$ cat src/rtl/bcd_accumulator_pkg.sv
// Shared types for the BCD accumulator: digit type, FSM state codes, digit limit.
// Pure declarations, no logic or latency.
package bcd_accumulator_pkg;

    localparam int BCD_MAX = 9;

    typedef logic [3:0] bcd_digit_t;
    typedef logic [1:0] state_t;

    localparam state_t ST_IDLE = 2'd0;
    localparam state_t ST_ADD0 = 2'd1;
    localparam state_t ST_ADD1 = 2'd2;
    localparam state_t ST_ADD2 = 2'd3;

    function automatic logic is_bcd(input bcd_digit_t d);
        return d <= 4'(BCD_MAX);
    endfunction

endpackage

$ cat src/rtl/bcd_accumulator_if.sv
// Operand/control and result bundle of the BCD accumulator.
// Level signals only; no handshake, requests are dropped while busy.
interface bcd_accumulator_if;
    import bcd_accumulator_pkg::*;

    logic       enter;
    logic       clear;
    bcd_digit_t a1;
    bcd_digit_t a0;
    bcd_digit_t d2;
    bcd_digit_t d1;
    bcd_digit_t d0;
    logic       busy;
    logic       done;
    logic       overflow;
    logic       invalid;

    modport master (
        output enter, clear, a1, a0,
        input  d2, d1, d0, busy, done, overflow, invalid
    );

    modport slave (
        input  enter, clear, a1, a0,
        output d2, d1, d0, busy, done, overflow, invalid
    );

endinterface

$ cat src/rtl/bcd_accumulator_digit_add.sv
// One BCD digit adder with carry-in and +6 decimal correction.
// Purely combinational, no backpressure.
module bcd_digit_add
    import bcd_accumulator_pkg::*;
(
    input  bcd_digit_t a,
    input  bcd_digit_t b,
    input  logic       cin,
    output bcd_digit_t sum,
    output logic       cout
);

    logic [4:0] raw;
    logic [4:0] adj;

    always_comb begin
        raw  = {1'b0, a} + {1'b0, b} + {4'b0, cin};
        adj  = raw + 5'd6;
        cout = raw > 5'(BCD_MAX);
        sum  = cout ? adj[3:0] : raw[3:0];
    end

endmodule

$ cat src/rtl/bcd_accumulator.sv
// Three-digit BCD running total; a debounced Enter edge adds a two-digit operand.
// Done 4 cycles after the detected edge; requests while busy are dropped, not queued.
module bcd_accumulator
    import bcd_accumulator_pkg::*;
#(
    parameter int SYNC_STAGES = 2
) (
    input  logic             clk,
    input  logic             rst,
    bcd_accumulator_if.slave bus
);

    logic [SYNC_STAGES-1:0] sync_q;
    logic [SYNC_STAGES-1:0] fill_q;
    logic                   prev_q;
    logic                   armed_q;
    logic                   enter_s;
    logic                   req;

    state_t     state_q;
    bcd_digit_t op1_q, op0_q;
    bcd_digit_t d2_q, d1_q, d0_q;
    logic       carry_q;
    logic       done_q;
    logic       ovf_q;
    logic       inv_q;

    bcd_digit_t add_a, add_b, add_sum;
    logic       add_cin, add_cout;

    assign enter_s = sync_q[SYNC_STAGES-1];

    // Only arm the edge detector once a real low has emerged from a filled
    // synchroniser, so a button held through reset never fires.
    assign req = armed_q & enter_s & ~prev_q;

    always_ff @(posedge clk or posedge rst) begin
        if (rst) begin
            sync_q  <= '0;
            fill_q  <= '0;
            prev_q  <= 1'b0;
            armed_q <= 1'b0;
        end else begin
            sync_q[0] <= bus.enter;
            fill_q[0] <= 1'b1;
            for (int i = 1; i < SYNC_STAGES; i++) begin
                sync_q[i] <= sync_q[i-1];
                fill_q[i] <= fill_q[i-1];
            end
            prev_q <= enter_s;
            if (fill_q[SYNC_STAGES-1] && !enter_s) begin
                armed_q <= 1'b1;
            end
        end
    end

    always_comb begin
        add_a   = '0;
        add_b   = '0;
        add_cin = 1'b0;
        case (state_q)
            ST_ADD0: begin
                add_a = d0_q;
                add_b = op0_q;
            end
            ST_ADD1: begin
                add_a   = d1_q;
                add_b   = op1_q;
                add_cin = carry_q;
            end
            ST_ADD2: begin
                add_a   = d2_q;
                add_cin = carry_q;
            end
            default: begin
            end
        endcase
    end

    bcd_digit_add u_add (
        .a    (add_a),
        .b    (add_b),
        .cin  (add_cin),
        .sum  (add_sum),
        .cout (add_cout)
    );

    always_ff @(posedge clk or posedge rst) begin
        if (rst) begin
            state_q <= ST_IDLE;
            op1_q   <= '0;
            op0_q   <= '0;
            d2_q    <= '0;
            d1_q    <= '0;
            d0_q    <= '0;
            carry_q <= 1'b0;
            done_q  <= 1'b0;
            ovf_q   <= 1'b0;
            inv_q   <= 1'b0;
        end else begin
            done_q <= 1'b0;
            if (bus.clear) begin
                state_q <= ST_IDLE;
                d2_q    <= '0;
                d1_q    <= '0;
                d0_q    <= '0;
                carry_q <= 1'b0;
                ovf_q   <= 1'b0;
                inv_q   <= 1'b0;
            end else begin
                case (state_q)
                    ST_IDLE: begin
                        if (req) begin
                            if (!is_bcd(bus.a1) || !is_bcd(bus.a0)) begin
                                inv_q <= 1'b1;
                            end else begin
                                inv_q   <= 1'b0;
                                op1_q   <= bus.a1;
                                op0_q   <= bus.a0;
                                state_q <= ST_ADD0;
                            end
                        end
                    end
                    ST_ADD0: begin
                        d0_q    <= add_sum;
                        carry_q <= add_cout;
                        state_q <= ST_ADD1;
                    end
                    ST_ADD1: begin
                        d1_q    <= add_sum;
                        carry_q <= add_cout;
                        state_q <= ST_ADD2;
                    end
                    ST_ADD2: begin
                        d2_q    <= add_sum;
                        carry_q <= 1'b0;
                        if (add_cout) begin
                            ovf_q <= 1'b1;
                        end
                        done_q  <= 1'b1;
                        state_q <= ST_IDLE;
                    end
                    default: state_q <= ST_IDLE;
                endcase
            end
        end
    end

    assign bus.d2       = d2_q;
    assign bus.d1       = d1_q;
    assign bus.d0       = d0_q;
    assign bus.busy     = (state_q != ST_IDLE);
    assign bus.done     = done_q;
    assign bus.overflow = ovf_q;
    assign bus.invalid  = inv_q;

endmodule

$ cat src/flat_wrapper.sv
// flat-port wrapper written by rule: the top's interface ports become plain ports
module bcd_accumulator_flat import bcd_accumulator_pkg::*;
#(
    parameter int SYNC_STAGES = 2
)
  (clk, rst, bus_enter, bus_clear, bus_a1, bus_a0, bus_d2, bus_d1, bus_d0, bus_busy, bus_done, bus_overflow, bus_invalid);
  bcd_accumulator_if bus_i ();
  input  logic clk;
  input  logic rst;
  input wire logic [$bits(bus_i.enter)-1:0] bus_enter;
  input wire logic [$bits(bus_i.clear)-1:0] bus_clear;
  input wire logic [$bits(bus_i.a1)-1:0] bus_a1;
  input wire logic [$bits(bus_i.a0)-1:0] bus_a0;
  output wire logic [$bits(bus_i.d2)-1:0] bus_d2;
  output wire logic [$bits(bus_i.d1)-1:0] bus_d1;
  output wire logic [$bits(bus_i.d0)-1:0] bus_d0;
  output wire logic [$bits(bus_i.busy)-1:0] bus_busy;
  output wire logic [$bits(bus_i.done)-1:0] bus_done;
  output wire logic [$bits(bus_i.overflow)-1:0] bus_overflow;
  output wire logic [$bits(bus_i.invalid)-1:0] bus_invalid;
  assign bus_i.enter = bus_enter;
  assign bus_i.clear = bus_clear;
  assign bus_i.a1 = bus_a1;
  assign bus_i.a0 = bus_a0;
  assign bus_d2 = bus_i.d2;
  assign bus_d1 = bus_i.d1;
  assign bus_d0 = bus_i.d0;
  assign bus_busy = bus_i.busy;
  assign bus_done = bus_i.done;
  assign bus_overflow = bus_i.overflow;
  assign bus_invalid = bus_i.invalid;
  bcd_accumulator #(.SYNC_STAGES(SYNC_STAGES)) u_core (.clk(clk), .rst(rst), .bus(bus_i));
endmodule
$ cat config.mk
export PLATFORM = sky130hd
export DESIGN_NAME = bcd_accumulator_flat
export DESIGN_NICKNAME = d
export VERILOG_FILES = /design/src/rtl/bcd_accumulator_pkg.sv /design/src/rtl/bcd_accumulator_if.sv /design/src/rtl/bcd_accumulator_digit_add.sv /design/src/rtl/bcd_accumulator.sv /design/src/flat_wrapper.sv
export SDC_FILE = /design/constraint.sdc
export NUM_CORES = 1
export LEC_CHECK = 0
export CORE_MARGIN = 2
export CORE_UTILIZATION = 55
export DETAILED_ROUTE_END_ITERATION = 10
export GPL_TIMING_DRIVEN = 0
export PLACE_DENSITY = 0.83
export SYNTH_ARGS = -nofsm -noshare
export SYNTH_HDL_FRONTEND = slang
export SYNTH_SLANG_ARGS = --single-unit
$ cat constraint.sdc
create_clock -name clk -period 12 [get_ports clk]
set_clock_uncertainty 0.15 [all_clocks]
set_input_delay 2.4 -clock clk [delete_from_list [all_inputs] [get_ports clk]]
set_output_delay 2.4 -clock clk [all_outputs]
set_load 0.02 [all_outputs]
==> results.yml <==
route:
  drc: 0
  vias_per_cell: 6.15
  wl_microns: 3710
  first_iter_violations: 61
  vias: 1377
  ant_nets: 0
  post_drt_wl_per_cell_microns: 16.5
  firstDrtPassIters: 5
timing:
  hold_viol_final: 0
  worstMarginPinSlew_ns: 1.19
  setup_violations: 0
  fmax_mhz: 226
  fin_crit_sh_pct: 36.9
  slew_headroom_pct: 20.5
  period_needed_ns: 4.43
  maxSlewViolCount: 0
  rsz0062_at_grt: "false"
  fin_tns_setup_ns: 0
clock_network:
  cts-buffers-inserted: 5
  clock-sinks: 32
  cts_root_buf: "clkbuf_4"
  hold_buffers: 0
  htree_levels: 2
  cts_setup_buffers: 0
  cts_tree: "built"
  clk_latency_ns: 0.34
  ctsResizeCount: 0
  clk_pin_slew_ns: 0.11
  cts.path.max_buffers: 2
cells_and_area:
  drive_above_1_share_pct: 9.95
  nets: 212
  final_cell_area_sq_mm: 0.00206
  final_common_cell: "dfrtp_1"
  num_antenna_cells: 0
  area_growth_syn_to_layout_pct: 22.2
  mostFrequentLayoutCells: "32 x dfrtp_1, 27 x clkdlybuf4s50_1, 14 x nor2_1"
synthesis:
  syn_area_sq_mm: 0.00168
  synth_cells: 156
  ys_types: 38
  synth_seq_cells: 32
  syn_area_per_cell_sq_um: 10.8
  seq_area_frac_synth_pct: 47.6
  synth.net_count: 178
  synth_edf_count: 0
  async_flop_share_pct: 100
  synthFlopType: "dfrtp_1"
  ys.warnings.count: 0
place:
  placement.io_buffers: 27
  dp.final_hpwl_microns: 2800
  place_area_sq_mm: 0.00199
  gp_congestion: 0.875
power_and_ir_drop:
  irDropWorstVdd_mv: 0.116
  p_leak_nw: 0.846
  power_density_mw_per_mm2: 164
  total_power_uw: 337
run_status:
  status: "completed"
critical_path:
  worst_path_max_delay_cell: "or4b_1"
  crit_required_ns: 12.09
  cp_common_cell: "inv_1"
  crit_arrival_ns: 4.52
  worstSetupStartpointType: "flip-flop"
  end_kind: "flip-flop"
  crit_buf_inv: 6
  crit_type: "flip-flop to flip-flop"
  max_stage_delay_ns: 0.48
  path_cells: "inv_1 -> ha_1 -> clkbuf_1 -> clkbuf_1 -> a22o_1 -> nand2_1 -> fa_1 -> inv_1 -> fa_1 -> xor2_1 -> inv_1 -> ha_1 -> nand2_1 -> o31ai_1 -> o31a_1 -> buf_6 -> or4b_1 -> o311ai_1"
  cpLargestDelayFamily: "buffers and inverters"
  crit_fanout: 10
die:
  die-area_sq_mm: 0.00352
  dieHeight_microns: 59.3
  rows: 20
  die_x_microns: 59.3
  core_area_sq_mm: 0.00298
  ios: 28
  initial_utilization_pct: 56.5
grt:
  grt_pass1_wl_microns: 6170
  grt_pass1_vias: 1437
  grtUsageTotal_pct: 24.4
  grt_start_max_net_pins: 33
  antenna_found_initial: 0
  overflow: 0
min_path:
  hold_class: "flip-flop to flip-flop"
flow_run:
  max-cap-violations: 0
[final timing paths]
kind	from	end	slack, ns	depth (start not counted)
setup / recovery	u_core.state_q[1]	u_core.bus.d1[1]	7.57	18
hold / removal	u_core.sync_q[0]	u_core.sync_q[1]	0.22	0
setup reg to reg	u_core.state_q[1]	u_core.bus.d1[1]	7.57	18
hold reg to reg	u_core.sync_q[0]	u_core.sync_q[1]	0.22	0
max in group asynchronous	rst	u_core.bus.d1[0]	8.47	2
min in group asynchronous	rst	u_core.op0_q[2]	2.52	2
[cell usage after synthesis (3+ instances only)]
master	n	area share [%]
dfrtp_1	32	48
nor2_1	14	3.1
inv_1	13	2.9
a21oi_1	8	2.4
ha_1	8	6.0
mux2_2	8	5.4
a211oi_1	7	3.1
clkbuf_1	7	1.6
nand2_1	5	1.1
a222oi_1	4	2.4
nand2b_1	4	1.5
nor2b_1	4	1.5
a22oi_1	3	1.3
nand4b_1	3	1.6
o211ai_1	3	1.3
o21ai_0	3	0.89
o31ai_1	3	1.3
or4b_1	3	1.8
[state kept, by name, indices dropped and copies added (netlist names)]
register / cells
u_core.fill_q: 2
u_core.op0_q: 4
u_core.carry_q: 1
u_core.bus.d2: 4
u_core.bus.overflow: 1
u_core.prev_q: 1
u_core.bus.d0: 4
u_core.bus.d1: 4
u_core.bus.invalid: 1
u_core.armed_q: 1
u_core.state_q: 2
u_core.sync_q: 2
u_core.bus.done: 1
u_core.op1_q: 4
[power by group]
part,switching (mW),leakage [nW],internal [mW]
Clock,0.0384,0.0315,0.0287
Combinational,0.0697,0.402,0.0554
Sequential,0.0141,0.412,0.130
Total,0.122,0.846,0.214
[worst reg2reg max path, stage by stage, from the launching register on]
cell and delay (ns):
dfrtp_1 0.43, inv_1 0.10, ha_1 0.14, clkbuf_1 0.33, clkbuf_1 0.45, a22o_1 0.23, nand2_1 0.07, fa_1 0.38
inv_1 0.09, fa_1 0.22, xor2_1 0.25, inv_1 0.07, ha_1 0.23, nand2_1 0.06, o31ai_1 0.10, o31a_1 0.28
buf_6 0.15, or4b_1 0.48, o311ai_1 0.11
[through the flow]
step | hold WS (ns) | util, % | setup WS, ns | instances
finish | 0.217 | 69.0 | 7.57 | 224
global route | 0.228 | 69.0 | 7.30 | 224
CTS | 0.221 | 69.0 | 7.59 | 224
detailed placement | 0.191 | 66.9 | 7.61 | 216
global placement | 0.187 | 66.9 | 7.77 | 216
floorplan | 0.181 | - | 8.22 | 156
[per-layer routing]
metal	global-route usage, %	vias to the layer above	wire, microns
li1	-	637	-
met2	41.4	61	1940
met5	0	-	0
met1	26.8	668	1410
met4	15.6	0	102
met3	6.11	11	254
[layout make-up]
class / count / area [sq um]
Tap cell: 33 / 41.3
Inverter: 13 / 48.8
Fill cell: 218 / 922
Clock inverter: 1 / 7.51
Buffer: 9 / 48.8
Multi-Input combinational cell: 102 / 783
Sequential cell: 32 / 801
Timing Repair Buffer: 27 / 270
Clock buffer: 7 / 55.1
[cell families after synthesis]
group	count (synthesis)	share of synthesized area (%)
compound gates	42	18.3
buf+inv	22	5.80
simple gates	39	13.2
mux	9	5.95
fa+ha+maj	10	8.33
other cells	1	0.223
xor+xnor	1	0.521
flops	32	47.6
Note: power is estimated with default switching activity, not from simulation.
